==> src/rtl/regfile_wb_arbiter.sv <==
// Purpose: arbitrates ALU and LSU writebacks onto the single regfile write port. The ALU has priority, and the LSU gets an anti-starvation forced grant.
// Latency: grants are combinational, and an accepted write appears on regwrite/adr_rd/din_rd one cycle later.
// Backpressure: a denied requester holds valid/adr/data until its ready rises, and the arbiter latches nothing while a request is denied.
// Option: define REGFILE_WB_BYPASS_EN to add the fwd_rs1_hit/fwd_rs2_hit/fwd_data bypass outputs.
module regfile_wb_arbiter #(
    parameter int STARVE_MAX = 3
) (
    input  logic        clk,
    input  logic        rst,
    input  logic        alu_valid,
    input  logic [4:0]  alu_adr,
    input  logic [31:0] alu_data,
    output logic        alu_ready,
    input  logic        lsu_valid,
    input  logic [4:0]  lsu_adr,
    input  logic [31:0] lsu_data,
    output logic        lsu_ready,
    output logic        regwrite,
    output logic [4:0]  adr_rd,
    output logic [31:0] din_rd,
    input  logic [4:0]  adr_rs1,
    input  logic [4:0]  adr_rs2
`ifdef REGFILE_WB_BYPASS_EN
    ,
    output logic        fwd_rs1_hit,
    output logic        fwd_rs2_hit,
    output logic [31:0] fwd_data
`endif
);

    localparam int CW = $clog2(STARVE_MAX + 1);
    localparam logic [CW-1:0] STARVE_LIM = CW'(STARVE_MAX);

    typedef struct packed {
        logic [4:0]  adr;
        logic [31:0] dat;
    } wb_req_t;

    generate
        if (STARVE_MAX < 1 || STARVE_MAX > 15) begin : g_bad_param
            $error("regfile_wb_arbiter: STARVE_MAX must be in 1..15");
        end
    endgenerate

    logic [CW-1:0] starve_cnt;
    logic          force_lsu;
    logic          xfer;
    wb_req_t       alu_req;
    wb_req_t       lsu_req;
    wb_req_t       sel_req;

    assign alu_req = '{adr: alu_adr, dat: alu_data};
    assign lsu_req = '{adr: lsu_adr, dat: lsu_data};

    // Grant logic: the ALU wins unless the LSU has been starved to the limit; nothing is granted in reset.
    always_comb begin
        force_lsu = lsu_valid && (starve_cnt == STARVE_LIM);
        alu_ready = !rst && alu_valid && !force_lsu;
        lsu_ready = !rst && lsu_valid && !alu_ready;
        xfer      = alu_ready || lsu_ready;
        sel_req   = alu_ready ? alu_req : lsu_req;
    end

    // Starvation counter: counts consecutive LSU denials (saturating), and clears on an LSU grant or an idle LSU.
    always_ff @(posedge clk or posedge rst) begin
        if (rst) begin
            starve_cnt <= '0;
        end else if (lsu_valid && !lsu_ready) begin
            if (starve_cnt != STARVE_LIM) begin
                starve_cnt <= starve_cnt + CW'(1);
            end
        end else begin
            starve_cnt <= '0;
        end
    end

    // Writeback register: a granted request appears next cycle. A write to x0 completes but does not assert regwrite.
    always_ff @(posedge clk or posedge rst) begin
        if (rst) begin
            regwrite <= 1'b0;
            adr_rd   <= '0;
            din_rd   <= '0;
        end else begin
            regwrite <= xfer && (sel_req.adr != 5'd0);
            if (xfer) begin
                adr_rd <= sel_req.adr;
                din_rd <= sel_req.dat;
            end
        end
    end

`ifdef REGFILE_WB_BYPASS_EN
    // Bypass: forward the in-flight write to matching read ports; x0 never forwards.
    always_comb begin
        fwd_rs1_hit = regwrite && (adr_rd == adr_rs1) && (adr_rd != 5'd0);
        fwd_rs2_hit = regwrite && (adr_rd == adr_rs2) && (adr_rd != 5'd0);
        fwd_data    = din_rd;
    end
`else
    logic unused_rd_addrs;
    assign unused_rd_addrs = ^{adr_rs1, adr_rs2};
`endif

endmodule

==> config.mk <==
export PLATFORM = sky130hd
export DESIGN_NAME = regfile_wb_arbiter
export DESIGN_NICKNAME = d
export VERILOG_FILES = /design/src/rtl/regfile_wb_arbiter.sv
export SDC_FILE = /design/constraint.sdc
export NUM_CORES = 1
export LEC_CHECK = 0
export BUFFER_PORTS_ARGS = -buffer_cell sky130_fd_sc_hd__buf_2
export CORE_ASPECT_RATIO = 0.5
export CORE_MARGIN = 2
export CORE_UTILIZATION = 42
export DETAILED_ROUTE_END_ITERATION = 8
export GPL_TIMING_DRIVEN = 1
export PLACE_DENSITY = 0.79
export SYNTH_ARGS = -nofsm -noshare
export SYNTH_HDL_FRONTEND = slang
export SYNTH_SLANG_ARGS = --single-unit
==> constraint.sdc <==
create_clock -name clk -period 1.9 [get_ports clk]
set_clock_uncertainty 0.2 [all_clocks]
set_input_delay 0.19 -clock clk [delete_from_list [all_inputs] [get_ports clk]]
set_output_delay 0.19 -clock clk [all_outputs]
set_load 0.05 [all_outputs]
==> flow_metrics.tcl, run 1 <==
set metrics [dict create \
    cts_tree "yes" \
    tightestPinTransition_ns 0.604 \
    drc 0 \
    drv_cap 0 \
    yosysWarnings 0 \
    utilization_pct 78.1 \
    gp_congestion 0.893 \
    rsz0062_at_grt "false" \
    layout-drive-gt1-share_pct 35.5 \
    hpwl_mm 4.39 \
    grt_pass1_wl_mm 13.3 \
    synth_commonest_cells "dfrtp_1, o21ai_0, nor2_1" \
    port_buffers 117 \
    crit_arrival_ns 1.47 \
    ir_drop_mv 0.457 \
    first_pass_iters 5 \
    syn2layout_area_growth_pct 74.1 \
    hold_viol_final 0 \
    post-route-cell-area_mm2 0.00352 \
    cp_data_required_time_ns 1.51 \
    ys.flop_type "dfrtp_1" \
    via_per_inst 5.84 \
    die_y_um 53.1 \
    synth_top_area_share_pct 49.5 \
    syn_area_per_cell_um2 9.11 \
    worst_slack_ns 0.0390 \
    crit_path_end_kind "primary output" \
    grt_overflow 0 \
    yosysUniqueCellTypes 30 \
    synth_area_leaders "dfrtp_1, a31oi_1, o21ai_0" \
    async_reset_ff_share_pct 100 \
    cpMaxStageDelayCell "dfrtp_1" \
    synth_seq_cells 40 \
    holdCritPathClass "in -> reg" \
    netlist_area_mm2 0.00202 \
    regArea_mm2 0.00100 \
    placed_cell_area_mm2 0.00267 \
    fillCellCount 277 \
    syn-num-nets 311 \
    finalMaxSlewViolations 0 \
    place_ws_ns 0.166 \
    timing_worst_setup_path_type "reg -> out" \
    clkSinkCount 40 \
    multi_input_area_um2 916 \
    core-area_mm2 0.00451 \
    yosysTopAreaCell "dfrtp_1" \
    clockBufferDepth 2 \
    postRouteWirelength_mm 8.90 \
    cts_made_buffers 5 \
    status "complete, no violations" \
    worstPathCellList "ha_4, a21bo_2, nor2_4, buf_8" \
    post-route-period-util_pct 97.9 \
    die_area_mm2 0.00542 \
    io_pins 128 \
    num_antenna_cells 0 \
    maxClockFrequency_ghz 0.537 \
    nNetsFinal 500 \
    cp_max_fo 3 \
    vias 2788 \
    relSlewSlack_pct 59.6 \
    seq_area_frac_synth_pct 49.5 \
    yosysMostFrequentCell "dfrtp_1" \
    antenna_found_initial 0 \
    htreeDepth 2 \
    netlist_instances 222 \
    cts.clk_slew.worst_paths_ns 0.09 \
    fin_crit_ns 1.86 \
    synth_edf_count 0 \
    cp_num_buf_inv 1 \
    postRouteAntennaNets 0 \
    die_w_um 102 \
    grt_usage_pct 33.3 \
    cp-start-kind "flop" \
    routedWlPerCell_um 18.7 \
    cpPeakStageDelay_ns 0.43 \
    clk_latency_ns 0.31 \
    drtIter0Drc 231 \
    initial_core_util_pct 44.8 \
    design_power_total_uw 2710 \
    cts-root-buf "clkbuf_8" \
    setup_viol 0 \
    crit_family "flip-flops" \
    rows 17 \
    tns_ns 0 \
    grt_max_degree 55 \
    power.density_mw_per_mm2 769 \
    leakagePower_uw 0.00159 \
    grt_pass1_vias 2687 \
]
-- state kept, by name (all words and copies together), names as in the netlist --
| name | count |
|---|---|
| starve_cnt | 2 |
| regwrite | 1 |
| adr_rd | 5 |
| din_rd | 32 |
-- cell usage in the layout (no fill, tap or decap), drive strengths merged, types with 2 or more instances in the layout --
cell and n:
nor2 34, o21ai 35, nand3 33, a31oi 32, clkbuf 6, dlygate4sd3 72, a21boi 2, buf 131
a221o 4, and2 5, or4 2, dfrtp 40, a21oi 2
-- kinds of logic after synthesis --
group / count (synthesis) / synth area share [%]
buffers and inverters: 22 / 6.56
flip-flops: 40 / 49.5
AO/OA/AOI/OAI: 80 / 24.8
multiplexers: 1 / 0.495
AND/OR/NAND/NOR: 78 / 18.1
adder cells (fa/ha/maj): 1 / 0.619
-- area by class of cell --
cell class                 count  area share, %
clock buffer                   6           2.06
tap                           66           2.35
multi-input combinational    160           26.0
timing repair buffer         203           40.9
sequential                    40           28.4
inverter                       1          0.107
clock inverter                 1          0.142
-- routing by layer --
layer | GRT usage [%] | part of all wire, % | vias up
met2 | 59.4 | 49 | 238
li1 | - | - | 1192
met5 | 0 | 0 | -
met4 | 18.2 | 6.8 | 0
met1 | 37.9 | 35 | 1283
met3 | 7.66 | 8.5 | 75
-- power by group --
group	switching [uW]	internal, uW
clock network	314	250
logic	740	369
registers	68.9	966
-- path summary, 6_finish.rpt --
kind / start / endpoint / slack [ns] / cells after the start
hold reg to reg: adr_rd[3]$_DFFE_PP0P_ / adr_rd[3]$_DFFE_PP0P_ / 0.32 / 2
setup reg to reg: starve_cnt[0]$_DFFE_PP0P_ / din_rd[25]$_DFFE_PP0P_ / 0.04 / 5
setup / recovery: starve_cnt[0]$_DFFE_PP0P_ / alu_ready / 0.04 / 4
max in group asynchronous: rst / din_rd[13]$_DFFE_PP0P_ / 0.89 / 4
min in group asynchronous: rst / din_rd[26]$_DFFE_PP0P_ / 0.37 / 4
hold / removal: alu_adr[3] / regwrite$_DFF_PP0_ / 0.02 / 3
-- timing repair --
| action | 4_1_cts | 5_1_grt |
|---|---|---|
| gates resized for setup | 6 | 2 |
| gates cloned | 0 | 0 |
| hold buffers | 72 | 0 |
| endpoints found under the hold margin | 76 | 0 |
| setup buffers | 1 | 1 |
| endpoints found under the setup margin | 2 | 3 |
| pin swaps | 1 | 3 |
-- worst register-to-register path, cell delays in order (launching register included) --
cell and delay (ns):
dfrtp_1 0.43, ha_4 0.20, a21bo_2 0.25, buf_4 0.19, o21ai_0 0.31, a31oi_1 0.15
-- per-stage QoR --
step / std cells / hold WS, ns
5_1_grt: 477 / 0.0349
3_3_place_gp: 396 / 0.103
6_report: 477 / 0.0184
4_1_cts: 476 / 0.00436
2_1_floorplan: 222 / 0.119
3_5_place_dp: 396 / 0.117
Note: power is estimated with default switching activity, not from simulation.
==> run 2, diff against run 1 <==
--- a/config.mk
+++ b/config.mk
@@ -11,7 +11,7 @@
 export CORE_UTILIZATION = 42
 export DETAILED_ROUTE_END_ITERATION = 8
 export GPL_TIMING_DRIVEN = 1
-export PLACE_DENSITY = 0.79
+export PLACE_DENSITY = 0.9
 export SYNTH_ARGS = -nofsm -noshare
 export SYNTH_HDL_FRONTEND = slang
 export SYNTH_SLANG_ARGS = --single-unit
==> flow_metrics.tcl, run 2 (synthesis gave the netlist of run 1 again) <==
set metrics [dict create \
    utilization_pct 76.0 \
    violations "hold timing, setup timing" \
    routedWlPerCell_um 20.1 \
    cts.clk_slew.worst_paths_ns 0.08 \
    final_cell_mix "buf_2, dlygate4sd3_1, dfrtp_1" \
    worst_slack_ns -0.0204 \
    finalMaxSlewViolations 0 \
    cts_tree "yes" \
    worstPathCellList "ha_4, a21boi_4, buf_4, nand3_1, a31oi_1" \
    reg2reg_depth 5 \
    largest_register "din_rd" \
    grt_usage_pct 34.4 \
    clk_latency_ns 0.29 \
    cp-start-kind "flop" \
    post-route-period-util_pct 101 \
    final_common_cell "buf_2" \
    core-area_mm2 0.00451 \
    layout-drive-gt1-share_pct 36.8 \
    syn2layout_area_growth_pct 69.5 \
    nNetsFinal 488 \
    tightestPinTransition_ns 0.609 \
    holdWs_ns -0.0378 \
    cp_max_fo 22 \
    initial_core_util_pct 44.8 \
    ir_drop_mv 0.399 \
    num_antenna_cells 0 \
    grt_pass1_vias 2692 \
    via_per_inst 5.93 \
    io_pins 128 \
    maxClockFrequency_ghz 0.521 \
    power.density_mw_per_mm2 802 \
    grt_max_degree 75 \
    relSlewSlack_pct 59.3 \
    leakagePower_uw 0.00154 \
    placed_cell_area_mm2 0.00265 \
    drtIter0Drc 319 \
    holdCritPathClass "in -> reg" \
    setup_viol 1 \
    drc 0 \
    hold_viol_final 2 \
    grt_pass1_wl_mm 13.8 \
    largest_reg_flops 32 \
    status "finished, violations left" \
    die_y_um 53.1 \
    post-route-cell-area_mm2 0.00343 \
    clkSinkCount 40 \
    top_regs "din_rd: 32 flops, adr_rd: 5 flops, starve_cnt: 2 flops" \
    cts-root-buf "clkbuf_8" \
    design_power_total_uw 2750 \
    drv_cap 0 \
    cts_made_buffers 5 \
    die_w_um 102 \
    postRouteAntennaNets 0 \
    crit_path_end_kind "flop" \
    vias 2765 \
    cpMaxStageDelayCell "dfrtp_2" \
    antenna_found_initial 0 \
    cp_data_required_time_ns 1.90 \
    first_pass_iters 5 \
    htreeDepth 2 \
    min_path_cells 3 \
    gp_congestion 0.769 \
    postRouteWirelength_mm 9.37 \
    grt_overflow 0 \
    port_buffers 117 \
    die_area_mm2 0.00542 \
    clockBufferDepth 2 \
    cpPeakStageDelay_ns 0.45 \
    timing_worst_setup_path_type "reg -> reg" \
    hpwl_mm 4.48 \
    crit_arrival_ns 1.92 \
    rows 17 \
    fin_crit_ns 1.92 \
    rsz0062_at_grt "true" \
]
run 2: changes by cell type in the layout (fill, tap and decap cells not counted):
cell           change
buf_8              -1
a21bo_4            +1
buf_4              -1
clkbuf_8           +1
dfrtp_2            +1
clkinv_2           -1
o32ai_2            +1
dlygate4sd3_1     -11
o32ai_1            -1
clkbuf_1           +1
dfrtp_1            -1
a21bo_2            -1
buf_6              +1
run 2: power by group:
group | internal, uW | switching [uW]
clock | 296 | 300
combinational | 356 | 751
sequential | 967 | 80.6
total | 1620 | 1130
run 2: path summary, 6_finish.rpt:
check	startpoint	end	slack, ns
min reg2reg	adr_rd[3]$_DFFE_PP0P_	adr_rd[3]$_DFFE_PP0P_	0.31
min in group asynchronous	rst	din_rd[2]$_DFFE_PP0P_	0.04
max in group asynchronous	rst	starve_cnt[0]$_DFFE_PP0P_	1.18
min	lsu_data[1]	din_rd[1]$_DFFE_PP0P_	-0.04
max	starve_cnt[0]$_DFFE_PP0P_	din_rd[25]$_DFFE_PP0P_	-0.02
max reg2reg	starve_cnt[0]$_DFFE_PP0P_	din_rd[25]$_DFFE_PP0P_	-0.02
run 2: what timing repair did:
item,CTS,global route
hold buffers,60,1
pin swaps,0,3
hold endpoints to repair,33,1
setup buffers,0,4
resized for setup,6,4
setup endpoints to repair,3,10
run 2: routing by layer:
metal  wire length [um]  vias to the layer above  global-route usage [%]
met4                599                        0                    20.4
met1               3370                     1287                    40.5
met5                  0                        -                       0
li1                   -                     1167                       -
met2               4440                      236                    56.1
met3                960                       75                    11.0
run 2: per-stage QoR:
step | cells | TNS, ns | setup WS, ns
after floorplan | 222 | 0 | 0.0184
after global placement | 393 | 0 | 0.145
after detailed placement | 393 | -0.0456 | -0.0456
after CTS | 461 | 0 | 0.00321
after global routing | 466 | -0.163 | -0.0630
final | 466 | -0.0204 | -0.0204
run 2: final cells by class:
type / count / area (um^2)
multi-input combinational: 160 / 930
sequential: 40 / 1000
tap: 66 / 82.6
timing repair buffer: 191 / 1320
clock buffer: 8 / 90.1
inverter: 1 / 3.75
fill: 270 / 1080
run 2: worst max-delay path, delay by kind of cell, from the launching register on:
family,cells,cell delay [ns]
and+or+nand+nor,1,0.15
AOI/OAI and AO/OA,2,0.50
buffers and inverters,1,0.30
adders and majority gates,1,0.21
DFF,1,0.45
